### src/rtl/lfsr_noise_array_pkg.sv
// noise_pkg: shared constants, state and mode encodings for the multi-lane noise source.
//   LFSR_POLY_MASK : Galois feedback mask for the right-shift 32-bit LFSR
//   DEFAULT_SEED   : base seed used when none is supplied or a zero seed is loaded
//   SEED_MIX       : golden-ratio constant that decorrelates the per-lane reset seeds
//   state_t        : sample FSM states
//   mode_t         : uniform / Gaussian mode encodings
package noise_pkg;

    localparam logic [31:0] LFSR_POLY_MASK = 32'h8020_0003;
    localparam logic [31:0] DEFAULT_SEED   = 32'hACE1_2345;
    localparam logic [31:0] SEED_MIX       = 32'h9E37_79B9;

    typedef enum logic [1:0] {IDLE, ACCUM, OUT} state_t;
    typedef enum logic {NOISE_UNIFORM = 1'b0, NOISE_GAUSS = 1'b1} mode_t;

    // A lane whose mixed seed collapses to zero would lock up, so it falls back to the base seed.
    function automatic logic [31:0] lane_seed(input logic [31:0] base, input int k);
        logic [31:0] s;
        s = base ^ (32'(k) * SEED_MIX);
        return (s == 32'h0) ? base : s;
    endfunction

endpackage

### src/rtl/lfsr_noise_array_if.sv
// lfsr_noise_array_if: control, seed-load and output-stream bundle of the noise array.
//   enable, mode                      : sample request and uniform/Gaussian select
//   seed_valid/seed_ready, seed_ch,
//   seed_data                         : runtime per-lane seed load
//   noise_data/noise_valid/noise_ready,
//   noise_last                        : output stream, lane k at [k*DATA_WIDTH +: DATA_WIDTH]
//   master drives requests, slave is the noise array.
interface lfsr_noise_array_if #(
    parameter int DATA_WIDTH = 16,
    parameter int NUM_CH     = 4
);
    localparam int SW = (NUM_CH > 1) ? $clog2(NUM_CH) : 1;

    logic                         enable;
    logic                         mode;
    logic                         seed_valid;
    logic                         seed_ready;
    logic [SW-1:0]                seed_ch;
    logic [31:0]                  seed_data;
    logic [NUM_CH*DATA_WIDTH-1:0] noise_data;
    logic                         noise_valid;
    logic                         noise_ready;
    logic                         noise_last;

    modport master (
        output enable, mode, seed_valid, seed_ch, seed_data, noise_ready,
        input  seed_ready, noise_data, noise_valid, noise_last
    );

    modport slave (
        input  enable, mode, seed_valid, seed_ch, seed_data, noise_ready,
        output seed_ready, noise_data, noise_valid, noise_last
    );

endinterface

### src/rtl/lfsr_noise_array_lfsr32.sv
// lfsr32_galois: one 32-bit right-shift Galois LFSR with step and seed load.
//   clk, rst  : clock, asynchronous active-high reset (loads RESET_VAL)
//   step      : advance one state
//   load      : overwrite with load_data (takes priority over step)
//   load_data : new seed; zero is replaced by ZERO_SUB so the register never locks up
//   q         : current state
module lfsr32_galois
    import noise_pkg::*;
#(
    parameter logic [31:0] RESET_VAL = DEFAULT_SEED,
    parameter logic [31:0] ZERO_SUB  = DEFAULT_SEED
) (
    input  logic        clk,
    input  logic        rst,
    input  logic        step,
    input  logic        load,
    input  logic [31:0] load_data,
    output logic [31:0] q
);

    always_ff @(posedge clk or posedge rst) begin
        if (rst) q <= RESET_VAL;
        else if (load) q <= (load_data == 32'h0) ? ZERO_SUB : load_data;
        else if (step) q <= q[0] ? ((q >> 1) ^ LFSR_POLY_MASK) : (q >> 1);
    end

endmodule

### src/rtl/lfsr_noise_array.sv
// lfsr_noise_array: NUM_CH parallel noise lanes, uniform or Irwin-Hall Gaussian, framed valid/ready stream.
//   clk, rst : clock, asynchronous active-high reset
//   bus      : lfsr_noise_array_if.slave (enable/mode, seed load port, noise output stream)
//   Optional macro LFSR_NOISE_GAUSS_EN adds Gaussian mode (accumulators + ACCUM state);
//   without it mode is ignored and every sample is uniform.
module lfsr_noise_array
    import noise_pkg::*;
#(
    parameter int          DATA_WIDTH = 16,
    parameter int          NUM_CH     = 4,
    parameter logic [31:0] SEED       = DEFAULT_SEED,
    parameter int          VEC_LEN    = 512,
    parameter int          SUM_TERMS  = 4
) (
    input logic           clk,
    input logic           rst,
    lfsr_noise_array_if.slave bus
);

    localparam int CW = (VEC_LEN > 1) ? $clog2(VEC_LEN) : 1;
    localparam int DW = DATA_WIDTH;

    state_t                   state;
    logic [CW-1:0]            cnt;
    logic [CW-1:0]            cnt_nxt;
    logic                     last_nxt;
    logic                     valid_q;
    logic                     last_q;
    logic [NUM_CH*DW-1:0]     data_q;
    logic [NUM_CH*DW-1:0]     uni;
    logic [NUM_CH-1:0][DW-1:0] term;
    logic [31:0]              r [NUM_CH];
    logic                     hs;
    logic                     start;
    logic                     draw;

    assign hs       = valid_q && bus.noise_ready;
    assign start    = bus.enable && (state == IDLE || (state == OUT && hs));
    assign cnt_nxt  = hs ? ((cnt == CW'(VEC_LEN - 1)) ? '0 : cnt + 1'b1) : cnt;
    // The beat counter already includes this edge's handshake when the next sample is loaded.
    assign last_nxt = cnt_nxt == CW'(VEC_LEN - 1);

    assign bus.seed_ready  = state == IDLE;
    assign bus.noise_valid = valid_q;
    assign bus.noise_last  = last_q;
    assign bus.noise_data  = data_q;

`ifdef LFSR_NOISE_GAUSS_EN
    // Sum of four DW-bit terms needs DW+2 bits; subtracting 2*2^DW centres it, >>>2 rescales to DW bits.
    localparam logic [DW+2:0] BIAS = {3'b010, {DW{1'b0}}};

    logic [NUM_CH-1:0][DW+1:0] acc;
    logic [NUM_CH-1:0][DW+1:0] sum;
    logic [NUM_CH*DW-1:0]      gau;
    logic [1:0]                ph;

    assign draw = start || state == ACCUM;
`else
    assign draw = start;
`endif

    for (genvar k = 0; k < NUM_CH; k++) begin : g_lane
        lfsr32_galois #(
            .RESET_VAL(lane_seed(SEED, k)),
            .ZERO_SUB (SEED)
        ) u_lfsr (
            .clk      (clk),
            .rst      (rst),
            .step     (draw),
            .load     (bus.seed_valid && bus.seed_ready && int'(bus.seed_ch) == k),
            .load_data(bus.seed_data),
            .q        (r[k])
        );
        assign term[k] = r[k][31 -: DW];
        // Flipping the MSB turns offset binary into two's complement.
        assign uni[k*DW +: DW] = {~term[k][DW-1], term[k][DW-2:0]};
`ifdef LFSR_NOISE_GAUSS_EN
        logic [DW+2:0] diff;
        assign sum[k]          = acc[k] + (DW+2)'(term[k]);
        assign diff            = {1'b0, sum[k]} - BIAS;
        assign gau[k*DW +: DW] = DW'($signed(diff) >>> 2);
`endif
    end

    always_ff @(posedge clk or posedge rst) begin
        if (rst) begin
            state   <= IDLE;
            cnt     <= '0;
            valid_q <= 1'b0;
            last_q  <= 1'b0;
            data_q  <= '0;
`ifdef LFSR_NOISE_GAUSS_EN
            acc     <= '0;
            ph      <= '0;
`endif
        end else begin
            cnt <= cnt_nxt;
`ifdef LFSR_NOISE_GAUSS_EN
            if (start && bus.mode == NOISE_GAUSS) begin
                for (int i = 0; i < NUM_CH; i++) acc[i] <= (DW+2)'(term[i]);
                ph      <= '0;
                valid_q <= 1'b0;
                last_q  <= 1'b0;
                state   <= ACCUM;
            end else if (state == ACCUM) begin
                acc <= sum;
                ph  <= ph + 2'd1;
                if (ph == 2'(SUM_TERMS - 2)) begin
                    data_q  <= gau;
                    last_q  <= last_nxt;
                    valid_q <= 1'b1;
                    state   <= OUT;
                end
            end else
`endif
            if (start) begin
                data_q  <= uni;
                last_q  <= last_nxt;
                valid_q <= 1'b1;
                state   <= OUT;
            end else if (hs) begin
                valid_q <= 1'b0;
                last_q  <= 1'b0;
                state   <= IDLE;
            end
        end
    end

endmodule

### src/flat_wrapper.sv
// flat-port wrapper written by rule: the top's interface ports become plain ports
module lfsr_noise_array_flat import noise_pkg::*;
#(
    parameter int          DATA_WIDTH = 16,
    parameter int          NUM_CH     = 4,
    parameter logic [31:0] SEED       = DEFAULT_SEED,
    parameter int          VEC_LEN    = 512,
    parameter int          SUM_TERMS  = 4
)
  (clk, rst, bus_enable, bus_mode, bus_seed_valid, bus_seed_ch, bus_seed_data, bus_noise_ready, bus_seed_ready, bus_noise_data, bus_noise_valid, bus_noise_last);
  lfsr_noise_array_if #(.DATA_WIDTH(DATA_WIDTH), .NUM_CH(NUM_CH)) bus_i ();
  input logic clk;
  input logic rst;
  input wire logic [$bits(bus_i.enable)-1:0] bus_enable;
  input wire logic [$bits(bus_i.mode)-1:0] bus_mode;
  input wire logic [$bits(bus_i.seed_valid)-1:0] bus_seed_valid;
  input wire logic [$bits(bus_i.seed_ch)-1:0] bus_seed_ch;
  input wire logic [$bits(bus_i.seed_data)-1:0] bus_seed_data;
  input wire logic [$bits(bus_i.noise_ready)-1:0] bus_noise_ready;
  output wire logic [$bits(bus_i.seed_ready)-1:0] bus_seed_ready;
  output wire logic [$bits(bus_i.noise_data)-1:0] bus_noise_data;
  output wire logic [$bits(bus_i.noise_valid)-1:0] bus_noise_valid;
  output wire logic [$bits(bus_i.noise_last)-1:0] bus_noise_last;
  assign bus_i.enable = bus_enable;
  assign bus_i.mode = bus_mode;
  assign bus_i.seed_valid = bus_seed_valid;
  assign bus_i.seed_ch = bus_seed_ch;
  assign bus_i.seed_data = bus_seed_data;
  assign bus_i.noise_ready = bus_noise_ready;
  assign bus_seed_ready = bus_i.seed_ready;
  assign bus_noise_data = bus_i.noise_data;
  assign bus_noise_valid = bus_i.noise_valid;
  assign bus_noise_last = bus_i.noise_last;
  lfsr_noise_array #(.DATA_WIDTH(DATA_WIDTH), .NUM_CH(NUM_CH), .SEED(SEED), .VEC_LEN(VEC_LEN), .SUM_TERMS(SUM_TERMS)) u_core (.clk(clk), .rst(rst), .bus(bus_i));
endmodule
### config.mk
export PLATFORM = sky130hd
export DESIGN_NAME = lfsr_noise_array_flat
export DESIGN_NICKNAME = d
export VERILOG_FILES = /design/src/rtl/lfsr_noise_array_pkg.sv /design/src/rtl/lfsr_noise_array_if.sv /design/src/rtl/lfsr_noise_array_lfsr32.sv /design/src/rtl/lfsr_noise_array.sv /design/src/flat_wrapper.sv
export SDC_FILE = /design/constraint.sdc
export NUM_CORES = 1
export LEC_CHECK = 0
export ABC_AREA = 0
export BUFFER_PORTS_ARGS = -buffer_cell sky130_fd_sc_hd__buf_4
export CAP_MARGIN = 20
export CORE_MARGIN = 2
export CORE_UTILIZATION = 40
export CTS_CLUSTER_SIZE = 10
export DETAILED_ROUTE_END_ITERATION = 7
export SKIP_LAST_GASP = 1
export SLEW_MARGIN = 20
export SYNTH_ARGS = -nofsm -noshare
export SYNTH_HDL_FRONTEND = slang
export SYNTH_SLANG_ARGS = --single-unit
### constraint.sdc
create_clock -name clk -period 11.61 [get_ports clk]
set_input_delay 0.5805 -clock clk [delete_from_list [all_inputs] [get_ports clk]]
set_output_delay 0.5805 -clock clk [all_outputs]
set_load 0.05 [all_outputs]
==> impl_results.md, run 1 <==
- Status: finished clean
- Total Neg Setup Slack: 0 ns
- Postcts setup bufs: 0
- Final WL: 21700 um
- Commonest non-fill, non-tap cells in the layout: nand2_1 (306), dfrtp_1 (138), buf_4 (112), nor2_1 (67), dfstp_2 (65)
- Initial Util: 0.410
- H-tree depth: 1
- CTS tree: done
- Rows: 54
- Area Growth Syn to Fin: 18.4%
- Fmax: 0.338 GHz
- IO Count: 107
- DP Cell Count: 1283
- Syn Inst Count: 950
- Flops & latches, synth: 203
- Reg-to-reg slack, setup: 8.65 ns
- Crit path launch type: flip-flop
- Die Height: 154 um
- Critical Path Sink: u_core.g_lane[1].u_lfsr.q[8]
- Die W: 154 um
- Via density: 5.12
- GPL Wtd Cong: 0.766
- Hold Violations, Final: 0
- Clock root buffer: clkbuf_16
- Synth top area cells: dfrtp_1 (38%), dfstp_2 (19%), nand2_1 (13%)
- Yosys top cell by area: dfrtp_1
- Skew-Pair Late Insertion Delay: 0.52 ns
- Worst Setup SP: u_core.state[1]
- Num CTS Buffers: 24
- Final instance count without filler cells: 1325
- Layout cell share with drive strength beyond 1: 0.227
- Final slew viol count: 0
- Largest net degree at the start of global routing: 136
- Power per cell area: 248 nW/um^2
- Critical Path RT: 11.95 ns
- DRC viols: 0
- Number of synthesized flops with an enable pin: 0
- Final nets: 1071
- Post-cts resize count: 0
- Synth warn: 0
- Port Buffer Count: 105
- Cells on worst reg2reg path: 6
- Critical path class: reg -> reg
- Commonest non-fill, non-tap cell in the layout: nand2_1
- Slew @ Worst Pin: 1.06 ns
- Worst min path class: in -> async
- DR vias: 6783
- Crit. End Element: flip-flop
- Sequential area share after synthesis: 0.573
- Core area: 22000 um^2
- Fin crit share: 0.255
- Final setup fails: 0
- CP Data Arrival Time: 3.30 ns
- Syn Nets: 992
- CTS Sinks: 203
- Synth async-reset ratio: 1.00
- Tot GR Track Use: 0.185
- Average wire per standard cell: 16.4 um
- Clock transition at path regs: 0.06 ns
- Max-Cap Viols: 0
- Die area: 23700 um^2
- Post-route ant nets: 0
- Post-DP HPWL: 13900 um
- Pleak: 0.00504 uW
- Total gr overflow: 0
- Clock tree buffer depth: 3
- Mapped cell area: 9000 um^2
- DRT iter0 DRCs: 489
- Post-CTS Hold Buffers: 0
- Area of the multi-input gates: 3600 um^2
- Mean post-synth cell area: 9.48 um^2
- N_diodes: 0
- Clock skew: 0.0136 ns
- Unrepaired setup endpoints after global routing: no
- Vias in the first global route: 6586
- Share of the synthesized area in the top cell type: 0.384
- Max IR drop VDD: 0.129 mV
- Reg-to-reg startpoint: u_core.state[1]
- Fillers: 2084
- Distinct cells, synth: 44
- Max-slew headroom: 0.293
- Max Fanout on Critical Path: 71
- Top_reg_cell synth: dfrtp_1
- DRT Pass-1 Iters: 5
- First-pass GRT wire length: 35800 um
- Reg area: 5160 um^2
- Initial antenna violation count: 0
- Post-layout min period: 2.96 ns
- Reg2reg end: u_core.g_lane[1].u_lfsr.q[8]
cell families after synthesis:
group,count (synthesis),synth area share
adder cells (fa/ha/maj),2,0.00278
buffers and inverters,65,0.0310
AND/OR/NAND/NOR,435,0.200
multiplexers,53,0.0621
flip-flops,203,0.573
XOR/XNOR,15,0.0146
AO/OA/AOI/OAI,177,0.116
worst min path at each step:
stage / endpoint
floorplan: u_core.bus.noise_data[43]
global placement: u_core.bus.noise_data[17]
detailed placement: u_core.bus.noise_data[18]
CTS: u_core.state[1]
global route: u_core.state[1]
finish: u_core.bus.noise_data[21]
metal layers:
layer,vias up,global-route usage,share of wire
li1,3332,-,-
met1,3283,0.260,0.46
met2,138,0.306,0.48
met3,30,0.0290,0.043
met4,0,0.0365,0.016
met5,-,0,0
power by group:
part           switching [uW]  total, uW  internal, uW
clock                     283        669           386
combinational             500        798           297
sequential                162       1180          1020
worst max-delay path, stage by stage (launching register included):
cell      delay [ns]
dfrtp_1         0.46
nand2b_1        0.19
and2_4          0.70
buf_4           0.77
mux2_2          0.41
nor2_1          0.09
a21oi_1         0.07
area by class of cell:
class,count,area share
clock inverter,2,0.00223
clock buffer,40,0.0620
tap,280,0.0329
multi-input combinational,682,0.337
timing repair buffer,112,0.0789
sequential,203,0.484
inverter,6,0.00282
cell usage after synthesis (all sizes together) (5+ instances only):
cell type,instances
a21o,22
a21boi,14
mux2i,30
nor3,13
a21oi,51
xor2,5
o21ai,54
clkbuf,28
inv,6
dfrtp,138
nand3b,14
xnor2,10
buf,31
nand2,308
nor2,69
nor4,8
mux2,23
nand3,5
dfstp,65
a31oi,30
registers in the layout (all words and copies together), names as in the netlist:
| register | cells |
|---|---|
| u_core.bus.noise_data | 64 |
| u_core.bus.noise_last | 1 |
| u_core.cnt | 9 |
| u_core.g_lane.u_lfsr.q | 128 |
| u_core.state | 1 |
through the flow:
| step | util | hold slack, ns | power [uW] | instance area [um^2] | setup slack, ns |
|---|---|---|---|---|---|
| after global placement | 0.454 | 0.461 | 1970 | 9980 | 8.45 |
| after detailed placement | 0.454 | 0.465 | 1990 | 9980 | 8.45 |
| after CTS | 0.486 | 0.295 | 2670 | 10700 | 8.66 |
| after floorplan | - | 0.451 | 1740 | 9000 | 5.60 |
| final | 0.486 | 0.260 | 2640 | 10700 | 8.65 |
| after global routing | 0.486 | 0.302 | 2800 | 10700 | 8.48 |
Power figures use the tool's default switching activity.
==> run 2: changes to the inputs <==
ABC_AREA = 1   (was 0)
clock period = 3 ns   (was 11.61 ns; I/O delays follow)
==> impl_results.md, run 2 <==
- Unrepaired setup endpoints after global routing: no
- Post-Synth Adder-Cell Area: 0.00272
- Via density: 5.12
- Fin crit share: 0.724
- Mapped cell area: 9190 um^2
- Crit. End Element: flip-flop
- Clock skew: 0.0214 ns
- Die Height: 156 um
- Commonest non-fill, non-tap cells in the layout: nand2_1 (420), nand3_1 (140), dfrtp_1 (138), buf_4 (119), dfstp_2 (65)
- H-tree depth: 1
- Rows: 55
- Largest stage delay on the critical path: 0.48 ns
- Initial antenna violation count: 0
- Most common cell in the netlist: nand2_1
- Post-DP HPWL: 16400 um
- Crit path launch type: flip-flop
- IO Count: 107
- Cell breakdown of the critical path: nand2_1, nand2_4, inv_4, buf_4, nand2_1, o211ai_1
- Die W: 156 um
- Worst min path class: in -> reg
- Final slew viol count: 0
- Post-route ant nets: 0
- Average wire per standard cell: 16.5 um
- GPL Wtd Cong: 0.793
- Total gr overflow: 0
- Post-layout min period: 2.17 ns
- DRC viols: 0
- Yosys top cell by area: dfrtp_1
- First-pass GRT wire length: 39700 um
- Top_reg_cell synth: dfrtp_1
- Synth async-reset ratio: 1.00
- Family with the most delay on the worst path: buffers and inverters
- Sequential area share after synthesis: 0.562
- Critical path class: reg -> reg
- WP buf/inv: 2
- Syn Nets: 1121
- Total Neg Setup Slack: 0 ns
- Max Fanout on Critical Path: 35
- Slew @ Worst Pin: 0.800 ns
- Number of synthesized flops with an enable pin: 0
- Hold Violations, Final: 0
- Final setup fails: 0
- Fmax: 0.460 GHz
- Skew-Pair Late Insertion Delay: 0.52 ns
- Num CTS Buffers: 25
- Max-Cap Viols: 0
- Status: finished clean
- CP Data Arrival Time: 2.61 ns
- Mean post-synth cell area: 8.51 um^2
- Critical Path RT: 3.44 ns
- Commonest non-fill, non-tap cell in the layout: nand2_1
- Syn Inst Count: 1079
- Post-cts resize count: 0
- Port Buffer Count: 105
- Tot GR Track Use: 0.205
- Postcts setup bufs: 0
- Distinct cells, synth: 32
- Initial Util: 0.407
- Largest register FFs: 128
- DP Cell Count: 1421
- Post-synth top cells: nand2_1 (421), nand3_1 (140), dfrtp_1 (138), dfstp_2 (65), inv_1 (60)
- Post-CTS Hold Buffers: 13
- Largest family of logic cells by synthesized area: simple AND/OR/NAND/NOR gates
- Final nets: 1218
- Largest Register: u_core.g_lane.u_lfsr.q
- Clock root buffer: clkbuf_16
- Xor/xnor share of the synthesized area: 0.0114
- CTS tree: done
- Worst slack at placement: 0.856 ns
- Fin area: 11100 um^2
- Die area: 24200 um^2
- Max IR drop VDD: 0.351 mV
- DRT iter0 DRCs: 632
- Synth Area in Simple Gates: 0.277
- Synth warn: 0
- Layout cell share with drive strength beyond 1: 0.202
- Power per cell area: 879 nW/um^2
- Post-synthesis compound-gate area fraction: 0.0826
- Final instance count without filler cells: 1480
- Pleak: 0.00530 uW
- Area Growth Syn to Fin: 20.4%
- Slowest CP cell: dfrtp_1
- Flops & latches, synth: 203
- Largest net degree at the start of global routing: 65
- N_diodes: 0
- Placed Area: 10200 um^2
- Clock tree buffer depth: 3
- Clock transition at path regs: 0.06 ns
- Setup WS post-layout: 0.827 ns
- Mux share of post-synthesis cell area: 0
- Most frequent cell on the critical path: nand2_1
- Max-slew headroom: 0.461
- Final WL: 24400 um
- Vias in the first global route: 7437
- Core area: 22600 um^2
- Synth top area cells: dfrtp_1 (38%), dfstp_2 (19%), nand2_1 (17%)
- Share of the synthesized area in the top cell type: 0.376
- DRT Pass-1 Iters: 5
- DR vias: 7584
- CTS Sinks: 203
## run 2: cell types whose count changed in the layout (fill, tap and decap cells not counted), sizes merged, moves of 19 or more
cell	before	now
mux2i	30	0
inv	6	73
mux2	23	0
o21ai	54	24
o211ai	2	58
a21oi	51	4
nand2	308	422
nand3	5	142
a21o	22	3
a31oi	30	0
nor2	69	43
## run 2: routing by layer
layer	global-route usage	up-vias	routed length [um]
li1	-	3698	-
met1	0.293	3658	11300
met2	0.326	177	11500
met3	0.0269	51	998
met4	0.0633	0	702
met5	0	-	0
## run 2: area by class of cell
| cell class | instances | area (um^2) |
|---|---|---|
| multi-input combinational | 738 | 3450 |
| sequential | 203 | 5160 |
| clock inverter | 4 | 26.3 |
| inverter | 73 | 280 |
| clock buffer | 42 | 699 |
| timing repair buffer | 135 | 1080 |
| tap | 285 | 357 |
| fill | 2229 | 11500 |
## run 2: worst paths after layout
kind,slack (ns),cells past startpoint,start,end
min in group asynchronous,0.28,3,rst,u_core.bus.noise_data[7]
max in group asynchronous,1.91,4,rst,u_core.g_lane[3].u_lfsr.q[9]
setup reg to reg,0.83,6,u_core.state[1],u_core.g_lane[0].u_lfsr.q[15]
setup / recovery,0.83,6,u_core.state[1],u_core.g_lane[0].u_lfsr.q[15]
hold reg to reg,0.47,2,u_core.g_lane[2].u_lfsr.q[1],u_core.g_lane[2].u_lfsr.q[1]
hold / removal,0.02,3,bus_seed_data[4],u_core.g_lane[1].u_lfsr.q[4]
## run 2: where the power goes
| part | switching, uW | internal, uW | leakage, uW |
|---|---|---|---|
| Sequential | 543 | 3690 | 0.00244 |
| Clock | 1140 | 1580 | 0.000347 |
| Combinational | 1810 | 945 | 0.00252 |
## run 2: metrics by stage
stage          utilization  total power (uW)  hold slack, ns
4_1_cts              0.490              9800         0.00323
5_1_grt              0.490             10300          0.0144
6_report             0.490              9720          0.0168
3_5_place_dp         0.452              7030           0.289
3_3_place_gp         0.452              6960           0.282
2_1_floorplan            -              6170           0.260
## run 2: kinds of logic (layout without fill, tap and decap cells)
group	count (synthesis)	in the layout
adder cells (fa/ha/maj)	2	2
flip-flops	203	203
AO/OA/AOI/OAI	109	109
XOR/XNOR	12	12
buffers and inverters	138	254
AND/OR/NAND/NOR	615	615
## run 2: worst reg2reg max path: stages (launching register included)
cell and delay, ns:
dfrtp_1 0.48, nand2_1 0.18, nand2_4 0.22, inv_4 0.42, buf_4 0.37, nand2_1 0.19, o211ai_1 0.23
